$ cat config.mk
export PLATFORM = sky130hd
export DESIGN_NAME = save_ctrl
export DESIGN_NICKNAME = d
export VERILOG_FILES = /design/src/rtl/save_ctrl_pkg.sv /design/src/rtl/save_rr_arb.sv /design/src/rtl/save_ctrl.sv
export SDC_FILE = /design/constraint.sdc
export NUM_CORES = 1
export LEC_CHECK = 0
export ABC_CLOCK_PERIOD_IN_PS = 1400
export BUFFER_PORTS_ARGS = -buffer_cell sky130_fd_sc_hd__buf_2
export CORE_MARGIN = 1
export CORE_UTILIZATION = 42
export DETAILED_ROUTE_END_ITERATION = 10
export GPL_TIMING_DRIVEN = 0
export HOLD_SLACK_MARGIN = 0.08
export PLACE_DENSITY = 0.82
export SYNTH_ARGS = -nofsm -noshare
export SYNTH_HDL_FRONTEND = slang
export SYNTH_SLANG_ARGS = --single-unit
$ cat constraint.sdc
create_clock -name clk -period 1.4 [get_ports clk]
set_clock_uncertainty 0.1 [all_clocks]
set_input_delay 0.14 -clock clk [delete_from_list [all_inputs] [get_ports clk]]
set_output_delay 0.14 -clock clk [all_outputs]
set_load 0.005 [all_outputs]
$ cat src/rtl/save_ctrl_pkg.sv
`default_nettype none
// ============================================================================
// Module   : save_ctrl_pkg
// Purpose  : Types shared by the save controller and its arbiter:
//            the controller FSM state encoding and the requester identifier.
// Ports    : none (package)
// Revision : 1.0 - initial release
// ============================================================================
package save_ctrl_pkg;

  typedef enum logic [1:0] {
    ST_IDLE  = 2'd0,
    ST_WRITE = 2'd1,
    ST_ACK   = 2'd2,
    ST_CLEAR = 2'd3
  } state_t;

  typedef enum logic {
    REQ_A = 1'b0,
    REQ_B = 1'b1
  } req_id_t;

endpackage
`default_nettype wire

$ cat src/rtl/save_rr_arb.sv
`default_nettype none
// ============================================================================
// Module   : save_rr_arb
// Purpose  : Two-requester round-robin arbiter. On a tie the requester that
//            did not win last time is chosen; a lone requester always wins.
// Ports    : clk, rst     - clock, synchronous active-high reset
//            req_a, req_b - request lines
//            grant_en     - the caller accepts this cycle's winner
//            any_req      - at least one request is present
//            winner       - identity of the requester that would be granted
// Revision : 1.0 - initial release
// ============================================================================
module save_rr_arb
  import save_ctrl_pkg::*;
(
  input  logic    clk,
  input  logic    rst,
  input  logic    req_a,
  input  logic    req_b,
  input  logic    grant_en,
  output logic    any_req,
  output req_id_t winner
);

  req_id_t last_grant;

  always_comb begin
    any_req = req_a | req_b;
    winner  = REQ_A;
    if (req_a && req_b) begin
      winner = (last_grant == REQ_B) ? REQ_A : REQ_B;
    end else if (req_b) begin
      winner = REQ_B;
    end
  end

  // Starts at B so that A wins the first tie after reset.
  always_ff @(posedge clk) begin
    if (rst) begin
      last_grant <= REQ_B;
    end else if (grant_en) begin
      last_grant <= winner;
    end
  end

endmodule
`default_nettype wire

$ cat src/rtl/save_ctrl.sv
`default_nettype none
// ============================================================================
// Module   : save_ctrl
// Purpose  : Arbitrates save requests from two requesters into a ring of N
//            slots. Drives a one-hot per-slot write enable plus a shared
//            data bus, acknowledges the winner, and supports a bulk clear.
// Ports    : clk, rst        - clock, synchronous active-high reset
//            req_a/num_a     - requester A handshake and data
//            req_b/num_b     - requester B handshake and data
//            clr             - one-cycle pulse, clears every slot
//            ok_save         - one-hot slot write enable (all ones on clear)
//            num             - registered data bus to the slots
//            ack_a, ack_b    - one-cycle acknowledges
//            wr_ptr          - next slot to write
//            count, full     - occupancy and full flag
// Revision : 1.0 - initial release
// ============================================================================
module save_ctrl
  import save_ctrl_pkg::*;
#(
  parameter  int W         = 8,
  parameter  int N         = 4,
  parameter  int OVERWRITE = 0,
  localparam int PW        = $clog2(N),
  localparam int CW        = PW + 1
) (
  input  logic          clk,
  input  logic          rst,
  input  logic          req_a,
  input  logic [W-1:0]  num_a,
  input  logic          req_b,
  input  logic [W-1:0]  num_b,
  input  logic          clr,
  output logic [N-1:0]  ok_save,
  output logic [W-1:0]  num,
  output logic          ack_a,
  output logic          ack_b,
  output logic [PW-1:0] wr_ptr,
  output logic [CW-1:0] count,
  output logic          full
);

  localparam logic [CW-1:0] COUNT_MAX = CW'(N);

  state_t  state, state_nxt;
  req_id_t owner, owner_nxt;
  logic    pend_clr, pend_nxt;

  logic [N-1:0]  ok_save_nxt;
  logic [W-1:0]  num_nxt;
  logic          ack_a_nxt, ack_b_nxt;
  logic [PW-1:0] wr_ptr_nxt;
  logic [CW-1:0] count_nxt;
  logic          full_nxt;

  logic    grant_en;
  logic    any_req;
  req_id_t winner;
  logic    grantable;

  assign grantable = !full || (OVERWRITE != 0);

  save_rr_arb u_arb (
    .clk      (clk),
    .rst      (rst),
    .req_a    (req_a),
    .req_b    (req_b),
    .grant_en (grant_en),
    .any_req  (any_req),
    .winner   (winner)
  );

  always_ff @(posedge clk) begin
    if (rst) begin
      state    <= ST_IDLE;
      owner    <= REQ_A;
      pend_clr <= 1'b0;
      ok_save  <= '0;
      num      <= '0;
      ack_a    <= 1'b0;
      ack_b    <= 1'b0;
      wr_ptr   <= '0;
      count    <= '0;
      full     <= 1'b0;
    end else begin
      state    <= state_nxt;
      owner    <= owner_nxt;
      pend_clr <= pend_nxt;
      ok_save  <= ok_save_nxt;
      num      <= num_nxt;
      ack_a    <= ack_a_nxt;
      ack_b    <= ack_b_nxt;
      wr_ptr   <= wr_ptr_nxt;
      count    <= count_nxt;
      full     <= full_nxt;
    end
  end

  // Every output is computed one cycle ahead so the registered value lines
  // up with the state it belongs to (e.g. ok_save is high during WRITE).
  always_comb begin
    state_nxt   = state;
    owner_nxt   = owner;
    pend_nxt    = pend_clr | clr;
    ok_save_nxt = '0;
    num_nxt     = num;
    ack_a_nxt   = 1'b0;
    ack_b_nxt   = 1'b0;
    wr_ptr_nxt  = wr_ptr;
    count_nxt   = count;
    grant_en    = 1'b0;

    case (state)
      ST_IDLE: begin
        // A clear arriving this very cycle counts as pending and wins.
        if (pend_clr || clr) begin
          state_nxt   = ST_CLEAR;
          ok_save_nxt = '1;
          num_nxt     = '0;
          wr_ptr_nxt  = '0;
          count_nxt   = '0;
          pend_nxt    = 1'b0;
        end else if (any_req && grantable) begin
          state_nxt           = ST_WRITE;
          grant_en            = 1'b1;
          owner_nxt           = winner;
          num_nxt             = (winner == REQ_A) ? num_a : num_b;
          ok_save_nxt[wr_ptr] = 1'b1;
        end
      end
      ST_WRITE: begin
        state_nxt  = ST_ACK;
        ack_a_nxt  = (owner == REQ_A);
        ack_b_nxt  = (owner == REQ_B);
        wr_ptr_nxt = wr_ptr + 1'b1;
        // Overwriting a full ring keeps the count at N.
        if (count != COUNT_MAX) begin
          count_nxt = count + 1'b1;
        end
      end
      ST_ACK: begin
        state_nxt = ST_IDLE;
      end
      ST_CLEAR: begin
        state_nxt = ST_IDLE;
      end
      default: begin
        state_nxt = ST_IDLE;
      end
    endcase

    full_nxt = (count_nxt == COUNT_MAX);
  end

endmodule
`default_nettype wire

### Word level (Yosys, flattened, before mapping)

Cells that the tools add are included.

* add/sub/neg operators: 2
* reductions and logical operators: 14
* eq/ne operators: 7
* bitwise gates (word level): 6
* divide/modulo/power cells: 0
* multipliers: 0
* multiplexer cells: 23
* shift-type cells: 0
* order comparisons: 2

Operators with widths (count)
* 2-to-1 mux 8 bit: 3
* 2-to-1 mux 1 bit: 9
* 2-to-1 mux 4 bit: 2
* 2-to-1 mux 2 bit: 3
* 2-to-1 mux 3 bit: 2
* inequality test 3 bit, second input constant: 2
* one-hot mux 2 bit (3 select lines): 1
* one-hot mux 3 bit (2 select lines): 1
* OR reduction 2 bit: 3
* equality test 2 bit, second input constant: 2
* NOT 1 bit: 4
* one-hot mux 2 bit (2 select lines): 1
* AND reduction 2 bit: 2
* nonzero test 2 bit: 2
* adder 3 x 1 -> 3 bit, second input constant: 1
* equality test 3 bit, second input constant: 1
* logical AND 1 bit: 3
* less-than comparator 2 x 3 -> 1 bit, second input constant: 1
* AND reduction 3 bit: 1
* adder 2 x 1 -> 2 bit, second input constant: 1
* demux 1 bit (select 2 bit): 1
* equality test 2 x 1 -> 1 bit, second input constant: 1
* >= comparator 2 x 1 -> 1 bit, second input constant: 1
* zero test 2 bit: 1
* 4 further kinds: 5

* register bits after elaboration: 25
* memory bits (read-only): 0
* input port bits: 21
* bits in writable memories: 0
* logic and storage cells: 65
* memories kept: 0
* bits in latches: 0
* output and inout port bits: 20

### Logic depth before layout (Yosys ltp)

Gate-level depths: netlist of the first run.

* word-level depth: 6
* mapped depth: 6

### Modules after synthesis

A second synthesis of the first run with hierarchy kept.

* cell total of the unflattened synthesis: 107
* area, all modules: 1081.0 µm²

By module, submodules not included
* save_ctrl: cells each 102, instances 1, seq. area each 480.5 µm², area an instance 1032.2 µm²
* save_rr_arb: cells each 5, instances 1, seq. area each 20.0 µm², area an instance 48.8 µm²

### Worst setup path before layout of the first run

Ideal clock, no wire load.

* path kind: register to register
* start point: reg count[0]
* end point: reg full
* clock period less this slack: 1.455 ns
* stages on the path, launching flop included: 7
* arrival time: 1.296 ns
* setup slack: -0.055 ns
* setup time: 0.060 ns
* path through: dfxtp_1 -> inv_1 -> ha_1 -> and3_1 -> a21o_2 -> a22oi_1 -> and3_1

* word-level cells in the longest chain between the ends: 4
* elaborated cells between the ends (all ways): 6
* those cells by class: 1 x add/sub; 2 x eq/ne; 3 x mux

Ends and longest elaborated chain
* from (decl): RTL line save_ctrl.sv:39 `output logic [CW-1:0] count,`
* from (signal assigned): RTL line save_ctrl.sv:94 `count <= count_nxt;`
* adder 3 x 1 -> 3 bit / inequality test 3 bit (equally long branches): RTL line save_ctrl.sv:138, save_ctrl.sv:137
* 2-to-1 mux 3 bit: RTL line save_ctrl.sv:137 `if (count != COUNT_MAX) begin`
* one-hot mux 3 bit (2 select lines) (*): RTL line save_ctrl.sv:113 `case (state)`
* equality test 3 bit (*): RTL line save_ctrl.sv:152 `full_nxt = (count_nxt == COUNT_MAX);`
* to (signal assigned): RTL line save_ctrl.sv:95 `full <= full_nxt;`
* to (decl): RTL line save_ctrl.sv:40 `output logic full`

Every way passes the cells marked *; elsewhere a longest branch is shown, timed or not.
A chain may end at the register's enable or synchronous reset.

### Worst setup path after layout of the first run

Ends and elaborated chain as after synthesis.

==> results of run 1 <==
==> cell families (layout without fill, tap and decap cells) <==
family | Yosys count | in the layout
adders and majority gates | 6 | 6
AOI/OAI and AO/OA | 26 | 26
and+or+nand+nor | 31 | 31
muxes | 9 | 9
DFF | 25 | 25
buffers and inverters | 8 | 59
==> area by class of cell <==
class	count	area, sq um	area share
Multi-Input combinational cell	72	608	0.412
Sequential cell	25	507	0.343
Timing Repair Buffer	48	269	0.182
Tap cell	30	37.5	0.0254
Clock buffer	4	26.3	0.0178
Buffer	3	15.0	0.0102
Inverter	4	15.0	0.0102
==> path summary, 6_finish.rpt <==
kind / slack, ps / to / start
min reg2reg: 370 / ack_a$_SDFF_PP0_ / owner$_SDFFE_PP0P_
max: 8 / full$_SDFF_PP0_ / count[0]$_SDFF_PP0_
max reg2reg: 8 / full$_SDFF_PP0_ / count[0]$_SDFF_PP0_
min: 90 / num[0]$_SDFFE_PP0P_ / num_a[0]
==> worst min-delay path, delay by kind of cell <==
| kind | cells | cell delay [ps] |
|---|---|---|
| AOI/OAI and AO/OA | 1 | 140 |
| buffers and inverters | 1 | 70 |
| and+or+nand+nor | 1 | 70 |
| muxes | 1 | 50 |
==> Yosys cell counts <==
cell type  count
inv_1          4
nand3_2        1
a22oi_1        3
nor3_2         1
a21oi_1        4
a2bb2oi_1      8
buf_2          2
mux2i_1        9
nor2_1        14
a32o_1         1
ha_1           6
a21o_2         1
or2_1          1
nor3_1         2
o21ba_2        1
nor2b_4        1
nor4b_1        1
o21a_1         4
a21boi_1       1
a211oi_2       1
and3_1         2
clkbuf_1       2
and4bb_2       1
nand2_1        3
nand4_1        1
nor2_2         2
o21ai_4        1
o21ai_2        1
or2_4          1
dfxtp_1       25
==> metrics by stage <==
step / total power [mW] / cells / utilization / hold slack, ps
finish: 1.46 / 186 / 0.602 / 87.5
global route: 1.53 / 186 / 0.602 / 93.5
CTS: 1.44 / 186 / 0.587 / 84.1
detailed placement: 1.09 / 175 / 0.543 / 235
global placement: 1.08 / 175 / 0.543 / 232
floorplan: 0.991 / 105 / - / 109
==> power groups by stage <==
stage / clock [mW] / combinational [mW] / sequential, mW
after floorplan: 0 / 0.185 / 0.806
after global placement: 0 / 0.272 / 0.805
after detailed placement: 0 / 0.285 / 0.808
after CTS: 0.323 / 0.328 / 0.791
after global routing: 0.350 / 0.379 / 0.802
final: 0.312 / 0.348 / 0.796
==> layout by cell type, fill, tap and decap left out, types with 4 or more instances in the layout <==
master	Yosys	final
o21a_1	4	4
dfxtp_2	0	5
dfxtp_1	25	20
nor2_1	14	14
a2bb2oi_1	8	7
buf_4	0	6
mux2i_1	9	9
buf_2	2	40
ha_1	6	4
==> routing by layer <==
layer | part of all wire | GRT usage | up-vias
met3 | 0.039 | 0.0603 | 4
met5 | 0 | 0 | -
li1 | - | - | 478
met2 | 0.53 | 0.314 | 22
met1 | 0.42 | 0.215 | 471
met4 | 0.012 | 0.0833 | 0
==> state kept, by name, summed over array words and instances, names as in the netlist, 2 cells and up <==
| register | flops |
|---|---|
| num | 8 |
| ok_save | 4 |
| count | 3 |
| state | 2 |
| wr_ptr | 2 |
==> repair_timing <==
action	CTS	global route
setup endpoints to repair	10	12
setup buffers	5	1
endpoints found under the hold margin	3	0
hold buffers	2	0
pin swaps	2	6
resized for setup	5	11
==> flow_summary_export.csv, run 1 <==
group,metric,value,unit
critical_path,crit_chain,"inv_2, ha_4, and3_4, a21o_4, a22oi_2, and3_1",
critical_path,reg2reg_depth,6,
yosys,syn_nets,132,
critical_path,cp_max_fo,4,
clocking,clock_path_buffers,2,
floorplanning,core_area,0.00245,sq mm
floorplanning,io_pins,41,
timing,period_share,0.994,
timing,tightest_slew,486,ps
timing,min_period,1390,ps
yosys,synth_area_per_cell,10.4,sq um
critical_path,cp-end-kind,"flip-flop",
clocking,insertion_delay,310,ps
routing,drcViolationCount,0,
power,p_sw,0.400,mW
grt,antenna_found_initial,0,
critical_path,critical_path.startpoint_type,"flip-flop",
floorplanning,die_y,52.9,um
timing,clock.fmax,719,MHz
routing,ant_nets,0,
critical_path,critical_path_depth,6,
yosys,yosysUniqueCellTypes,30,
critical_path,crit_family,"flip-flops",
power,p_leak,0.682,nW
timing,setup_ws,8.44,ps
timing,final_hold_viol_count,0,
yosys,yosys.area_share.adder,0.0689,
clocking,cts_buffers,3,
power,clkPwrFrac,0.214,
critical_path,arrival,1550,ps
worst_hold_path,holdPathStages,4,
cells_and_area,final_nets,184,
placement,numPortBuffers,40,
floorplanning,initial_utilization,0.444,
timing,slew_violations,0,
grt,grt_pass1_vias,897,
critical_path,critical_path.max_stage_delay,360,ps
job,cap_violations,0,
cells_and_area,fin_area,0.00148,sq mm
yosys,mappedNetlistArea,0.00109,sq mm
yosys,yosysWarnings,0,
routing,wl,2.47,mm
routing,drt-initial-drc-count,14,
clocking,cts.clk_slew.worst_paths,130,ps
yosys,synth_top_area_cell,"dfxtp_1",
power,vdd_ir_drop_max,0.817,mV
power,combPwrFrac,0.239,
placement,place_hpwl,1.77,mm
grt,grtUsageTotal,0.187,
placement,routabilityCongestion,0.815,
cells_and_area,fillers,223,
worst_hold_path,hold_path.class,"in -> reg",
cells_and_area,area_delta_synth_final,35.6,%
timing,slew_headroom,0.676,
run_status,status,"finished, final reports clean",
floorplanning,design.die.area,0.00280,sq mm
critical_path,cp.required,1560,ps
clocking,cts_tree,"yes",
power,p_per_area,985,mW/mm^2
power,p_int,1.06,mW
grt,grt_max_degree,14,
placement,dpl_cell_area,0.00133,sq mm
critical_path,path_buf_inv,1,
routing,viasPerCell,5.24,
timing,finalSetupViolations,0,
timing,tns,0,ps
critical_path,crit_type,"reg -> reg",
yosys,yosys.area_share.simple,0.161,
timing,rsz0062_at_grt,"true",
yosys,muxShareOfSynthArea,0.0827,
yosys,synth_top_area_frac,0.459,
routing,vias,975,
yosys,netlist_instances,105,
power,sequentialPowerShare,0.547,
yosys,synth-compound-area-share,0.199,
yosys,synth_seq_area_share,0.459,
clocking,cts.sinks,25,
clocking,cts_max_level,1,
cells_and_area,antennaDiodeCount,0,
grt,grt_overflow,0,
clocking,root_buffer,"clkbuf_4",
grt,grt_pass1_wl,3.82,mm
floorplanning,die_w,52.9,um
critical_path,cp_slowest_cell,"dfxtp_2",
routing,wl_per_cell,13.3,um
yosys,synth_top_family_by_area,"compound AO/OA/AOI/OAI gates",
placement,post-place-ws,-73.2,ps
power,switching_share,0.275,
routing,dr.pass1.iters,4,
yosys,synth.area.top_cells,"dfxtp_1 (46%), mux2i_1 (8.3%), ha_1 (6.9%)",
floorplanning,rows,18,
cells_and_area,final_layout_size_suffix_gt1_frac,0.487,
yosys,synth_xor_area_frac,0,
yosys,ys_ff_latch,25,
No activity file was read; power rests on OpenSTA's default activity.
==> inputs of run 2 (changes only) <==
Settings changed: RECOVER_POWER set to 25.
==> run 2 against run 1 <==
Net effect:
- global-route usage stayed put
- non-clock buffer count stayed put
- total power is 0.11% lower
- design area is 0.25% lower
- utilization is 0.15 points lower
- cell count stayed put
- critical path depth stayed put
- clock-buffer cell count stayed put
- clock power hardly changed
- die area stayed put
- critical endpoint unchanged
- largest cell class unchanged
- highest routed layer unchanged
==> flow_summary_export.csv, run 2 (synthesis results as in run 1) <==
group,metric,value,unit
run_status,status,"finished, final reports clean",
power,p_per_area,986,mW/mm^2
power,p_leak,0.670,nW
routing,wl,2.47,mm
grt,antenna_found_initial,0,
timing,final_hold_viol_count,0,
critical_path,cp_slowest_cell,"dfxtp_2",
worst_hold_path,hp-start,"num_a[0]",
critical_path,crit_type,"reg -> reg",
routing,vias,975,
timing,period_share,0.994,
floorplanning,design.die.area,0.00280,sq mm
floorplanning,core_area,0.00245,sq mm
placement,routabilityCongestion,0.815,
routing,drt-initial-drc-count,14,
cells_and_area,largest_reg_flops,8,
clocking,cts_buffers,3,
grt,grtUsageTotal,0.187,
power,sequentialPowerShare,0.548,
critical_path,crit_chain,"inv_2, ha_4, and3_4, a21o_4, a22oi_2, and3_1",
power,p_int,1.05,mW
critical_path,crit_family,"flip-flops",
routing,ant_nets,0,
cells_and_area,final_common_cell,"buf_2",
cells_and_area,antennaDiodeCount,0,
routing,drcViolationCount,0,
critical_path,critical_path.startpoint_type,"flip-flop",
worst_hold_path,hold_path.class,"in -> reg",
timing,tightest_slew,486,ps
power,switching_share,0.276,
clocking,cts_max_level,1,
floorplanning,initial_utilization,0.444,
critical_path,cp.required,1560,ps
floorplanning,rows,18,
placement,place_hpwl,1.77,mm
clocking,root_buffer,"clkbuf_4",
critical_path,arrival,1550,ps
routing,wl_per_cell,13.3,um
cells_and_area,final_cell_mix,"buf_2 (37), dfxtp_1 (20), nor2_1 (14)",
grt,grt_pass1_vias,897,
critical_path,cp-end-kind,"flip-flop",
floorplanning,die_w,52.9,um
placement,numPortBuffers,40,
power,p_sw,0.401,mW
clocking,insertion_delay,310,ps
clocking,cts_tree,"yes",
timing,holdWs,87.5,ps
cells_and_area,utilization,0.600,
cells_and_area,area_delta_synth_final,35.2,%
floorplanning,die_y,52.9,um
clocking,cts.clk_slew.worst_paths,130,ps
power,vdd_ir_drop_max,0.816,mV
timing,slew_violations,0,
timing,finalSetupViolations,0,
grt,grt_max_degree,14,
critical_path,cp_max_fo,4,
cells_and_area,final_nets,184,
timing,slew_headroom,0.676,
job,cap_violations,0,
critical_path,crit_path_start,"count[0]$_SDFF_PP0_",
power,combPwrFrac,0.238,
routing,viasPerCell,5.24,
critical_path,r2r-start,"count[0]$_SDFF_PP0_",
grt,grt_overflow,0,
cells_and_area,final_layout_size_suffix_gt1_frac,0.468,
clocking,clock_path_buffers,2,
power,clkPwrFrac,0.215,
grt,grt_pass1_wl,3.82,mm
clocking,cts.sinks,25,
floorplanning,io_pins,41,
critical_path,critical_path.max_stage_delay,360,ps
timing,rsz0062_at_grt,"true",
timing,clock.fmax,719,MHz
cells_and_area,regMostFlops,"num",
cells_and_area,largest_registers,"num (8), ok_save (4), count (3)",
critical_path,path_buf_inv,1,
timing,min_period,1390,ps
routing,dr.pass1.iters,4,
==> run 2: layout make-up <==
type | count | area (sq um)
fill | 223 | 981
multi-input combinational | 72 | 608
sequential | 25 | 507
timing repair buffer | 48 | 265
tap | 30 | 37.5
clock buffer | 4 | 26.3
buffer | 3 | 15.0
inverter | 4 | 15.0
==> run 2: path summary, 6_finish.rpt <==
path | to | cells past startpoint | slack, ps
min | num[0]$_SDFFE_PP0P_ | 4 | 90
min reg2reg | ack_a$_SDFF_PP0_ | 1 | 370
max | full$_SDFF_PP0_ | 6 | 8
max reg2reg | full$_SDFF_PP0_ | 6 | 8
==> run 2: power by group through the flow <==
stage / clock network [mW] / logic (mW) / registers (mW)
CTS: 0.323 / 0.328 / 0.791
finish: 0.312 / 0.346 / 0.796
detailed placement: 0 / 0.285 / 0.808
floorplan: 0 / 0.185 / 0.806
global placement: 0 / 0.272 / 0.805
global route: 0.350 / 0.377 / 0.802
==> run 2: through the flow <==
stage	cells	TNS (ps)	power, mW	setup slack (ps)	area (sq um)
6_report	186	0	1.45	8.44	1470
3_3_place_gp	175	-32.0	1.08	-32.0	1330
3_5_place_dp	175	-187	1.09	-73.2	1330
4_1_cts	186	0	1.44	11.8	1440
2_1_floorplan	105	0	0.991	33.7	1090
5_1_grt	186	-56.0	1.53	-33.8	1470
==> run 2: layer usage <==
metal / track usage / routed length, um / share of wire / vias up
li1: - / - / - / 478
met3: 0.0603 / 99 / 0.040 / 4
met1: 0.215 / 1040 / 0.42 / 471
met4: 0.0833 / 29 / 0.012 / 0
met5: 0 / 0 / 0 / -
met2: 0.314 / 1300 / 0.53 / 22
==> run 2: worst register-to-register path, stage by stage, from the launching register on <==
cell	delay [ps]
dfxtp_2	360
inv_2	50
ha_4	170
and3_4	150
a21o_4	180
a22oi_2	160
and3_1	180
==> run 2: what timing repair did <==
| item | in CTS | in global routing |
|---|---|---|
| pin swaps | 2 | 6 |
| endpoints found under the hold margin | 3 | 0 |
| hold buffers | 2 | 0 |
| resized for setup | 5 | 11 |
| buffers inserted | 5 | 1 |
| gates cloned | 0 | 0 |
| setup endpoints to repair | 10 | 12 |
==> inputs of run 3 (changes only) <==
Settings changed: CORE_UTILIZATION 42 to 43, PLACE_DENSITY 0.82 to 0.83, SLEW_MARGIN set to 30.
==> run 3 against run 2 <==
Net effect:
- the run now ends with setup timing left
- first-iteration DRC count shrank 29%
- via count grew 1.6%
- register-to-register slack lost 60 ps
- flip-flop and latch count is the same
- clock-buffer cell count shrank 1
- non-clock buffer count grew 6
- total power grew 1.9%
- global-route usage grew 1.0 points
- cell count grew 2.2%
- largest cell class unchanged
- highest routed layer unchanged
==> flow_summary_export.csv, run 3 (synthesis results as in run 1) <==
group,metric,value,unit
cells_and_area,fin_area,0.00155,sq mm
routing,vias,991,
placement,dpl_cell_area,0.00133,sq mm
cells_and_area,antennaDiodeCount,0,
timing,final_hold_viol_count,0,
grt,grt_max_degree,15,
routing,drt-initial-drc-count,10,
critical_path,crit_family,"compound AO/OA/AOI/OAI gates",
critical_path,cp_slowest_cell,"dfxtp_1",
critical_path,crit_chain,"a21boi_2, buf_6, mux2i_1, a2bb2oi_1, nor2_1",
run_status,status,"finished, violations left",
grt,antenna_found_initial,0,
cells_and_area,final_layout_size_suffix_gt1_frac,0.500,
timing,rsz0062_at_grt,"true",
floorplanning,rows,17,
timing,finalSetupViolations,1,
routing,wl_per_cell,14.0,um
floorplanning,design.die.area,0.00274,sq mm
placement,dp.cells,173,
cells_and_area,final_nets,190,
cells_and_area,regMostFlops,"num",
placement,place_hpwl,1.73,mm
clocking,cts_max_level,1,
clocking,cts_buffers,3,
timing,min_period,1450,ps
run_status,violations,"setup timing",
timing,setup_ws,-53.4,ps
worst_hold_path,hold_path.class,"in -> reg",
routing,ant_nets,0,
grt,grt_pass1_wl,3.97,mm
clocking,insertion_delay,320,ps
power,p_per_area,956,mW/mm^2
grt,grtUsageTotal,0.197,
cells_and_area,largest_registers,"num (8), ok_save (4), count (3)",
timing,tightest_slew,520,ps
clocking,clock_path_buffers,2,
power,vdd_ir_drop_max,0.811,mV
floorplanning,initial_utilization,0.474,
floorplanning,core_area,0.00230,sq mm
placement,routabilityCongestion,0.776,
timing,holdWs,90.1,ps
routing,viasPerCell,5.22,
placement,numPortBuffers,40,
critical_path,cp.required,1510,ps
clocking,cts.sinks,25,
critical_path,reg2reg_depth,5,
critical_path,crit_path_start,"u_arb.last_grant$_SDFFE_PP1P_",
critical_path,crit_type,"reg -> reg",
routing,wl,2.67,mm
power,finalPower,1.48,mW
critical_path,reg2reg_slack,-50,ps
cells_and_area,largest_reg_flops,8,
critical_path,critical_path_depth,5,
timing,clock.fmax,688,MHz
floorplanning,die_w,52.3,um
critical_path,cp-end-kind,"flip-flop",
routing,dr.pass1.iters,4,
clocking,root_buffer,"clkbuf_4",
cells_and_area,final_cell_mix,"buf_2 (41), dfxtp_1 (20), nor2_1 (13)",
critical_path,r2r-start,"u_arb.last_grant$_SDFFE_PP1P_",
timing,slew_violations,0,
critical_path,cp_max_fo,5,
cells_and_area,area_delta_synth_final,42.1,%
critical_path,crit_end,"num[3]$_SDFFE_PP0P_",
critical_path,critical_path.startpoint_type,"flip-flop",
job,cap_violations,0,
grt,grt_pass1_vias,973,
critical_path,arrival,1560,ps
power,p_leak,0.710,nW
critical_path,reg2reg_to,"num[3]$_SDFFE_PP0P_",
grt,grt_overflow,0,
cells_and_area,utilization,0.674,
critical_path,path_buf_inv,1,
timing,slew_headroom,0.654,
timing,period_share,1.04,
clocking,cts.clk_slew.worst_paths,130,ps
floorplanning,die_y,52.3,um
cells_and_area,final_common_cell,"buf_2",
floorplanning,io_pins,41,
clocking,cts_tree,"yes",
cells_and_area,finalNonFillerCells,190,
routing,drcViolationCount,0,
critical_path,critical_path.max_stage_delay,350,ps
==> run 3: cell count changes in the layout (fill, tap and decap cells not counted), sizes merged <==
| cell | previous run | this run |
|---|---|---|
| buf | 44 | 47 |
| clkinv | 0 | 1 |
| dlygate4sd3 | 2 | 7 |
| clkbuf | 9 | 6 |
==> run 3: how the worst min path moves through the flow <==
stage	startpoint	to	cells after the start
2_1_floorplan	rst	count[2]$_SDFF_PP0_	1
3_3_place_gp	rst	count[2]$_SDFF_PP0_	2
3_5_place_dp	rst	count[2]$_SDFF_PP0_	2
4_1_cts	num_b[6]	num[6]$_SDFFE_PP0P_	4
5_1_grt	num_b[6]	num[6]$_SDFFE_PP0P_	4
6_report	num_b[0]	num[0]$_SDFFE_PP0P_	4
==> run 3: where the power goes <==
| group | total [mW] | internal (mW) | switching [mW] |
|---|---|---|---|
| Sequential | 0.797 | 0.759 | 0.0384 |
| Combinational | 0.365 | 0.195 | 0.170 |
| Clock | 0.319 | 0.107 | 0.212 |
| Total | 1.48 | 1.06 | 0.421 |
==> run 3: layout make-up <==
cell class	instances	area (sq um)
repair buffers	53	315
plain buffers	4	23.8
flip-flops and latches	25	507
clock inverters	1	5.00
inverters	4	15.0
fillers	166	748
multi-input cells	72	626
well taps	28	35.0
clock buffers	3	22.5
==> run 3: through the flow <==
stage          setup WS, ps  setup TNS [ps]
2_1_floorplan          33.7               0
3_3_place_gp          -16.5           -16.5
3_5_place_dp          -55.3            -128
4_1_cts                1.28               0
5_1_grt                -127            -294
6_report              -53.4           -53.4
==> run 3: worst min-delay path, cell delays in order <==
cell       delay [ps]
buf_2              70
mux2i_1            60
a2bb2oi_1         140
nor2_1             70
==> run 3: per-layer routing <==
metal	global-route usage	part of all wire	vias up
met5	0	0	-
li1	-	-	492
met3	0.0551	0.040	7
met2	0.348	0.51	23
met1	0.217	0.43	469
met4	0.0877	0.021	0
==> run 3: what timing repair did <==
action                                  CTS  global route
hold buffers                              7             0
pin swaps                                 2             5
gates cloned                              0             1
hold endpoints to repair                  6             0
buffers inserted                          4             1
endpoints found under the setup margin   10            13
gates resized for setup                   4            17
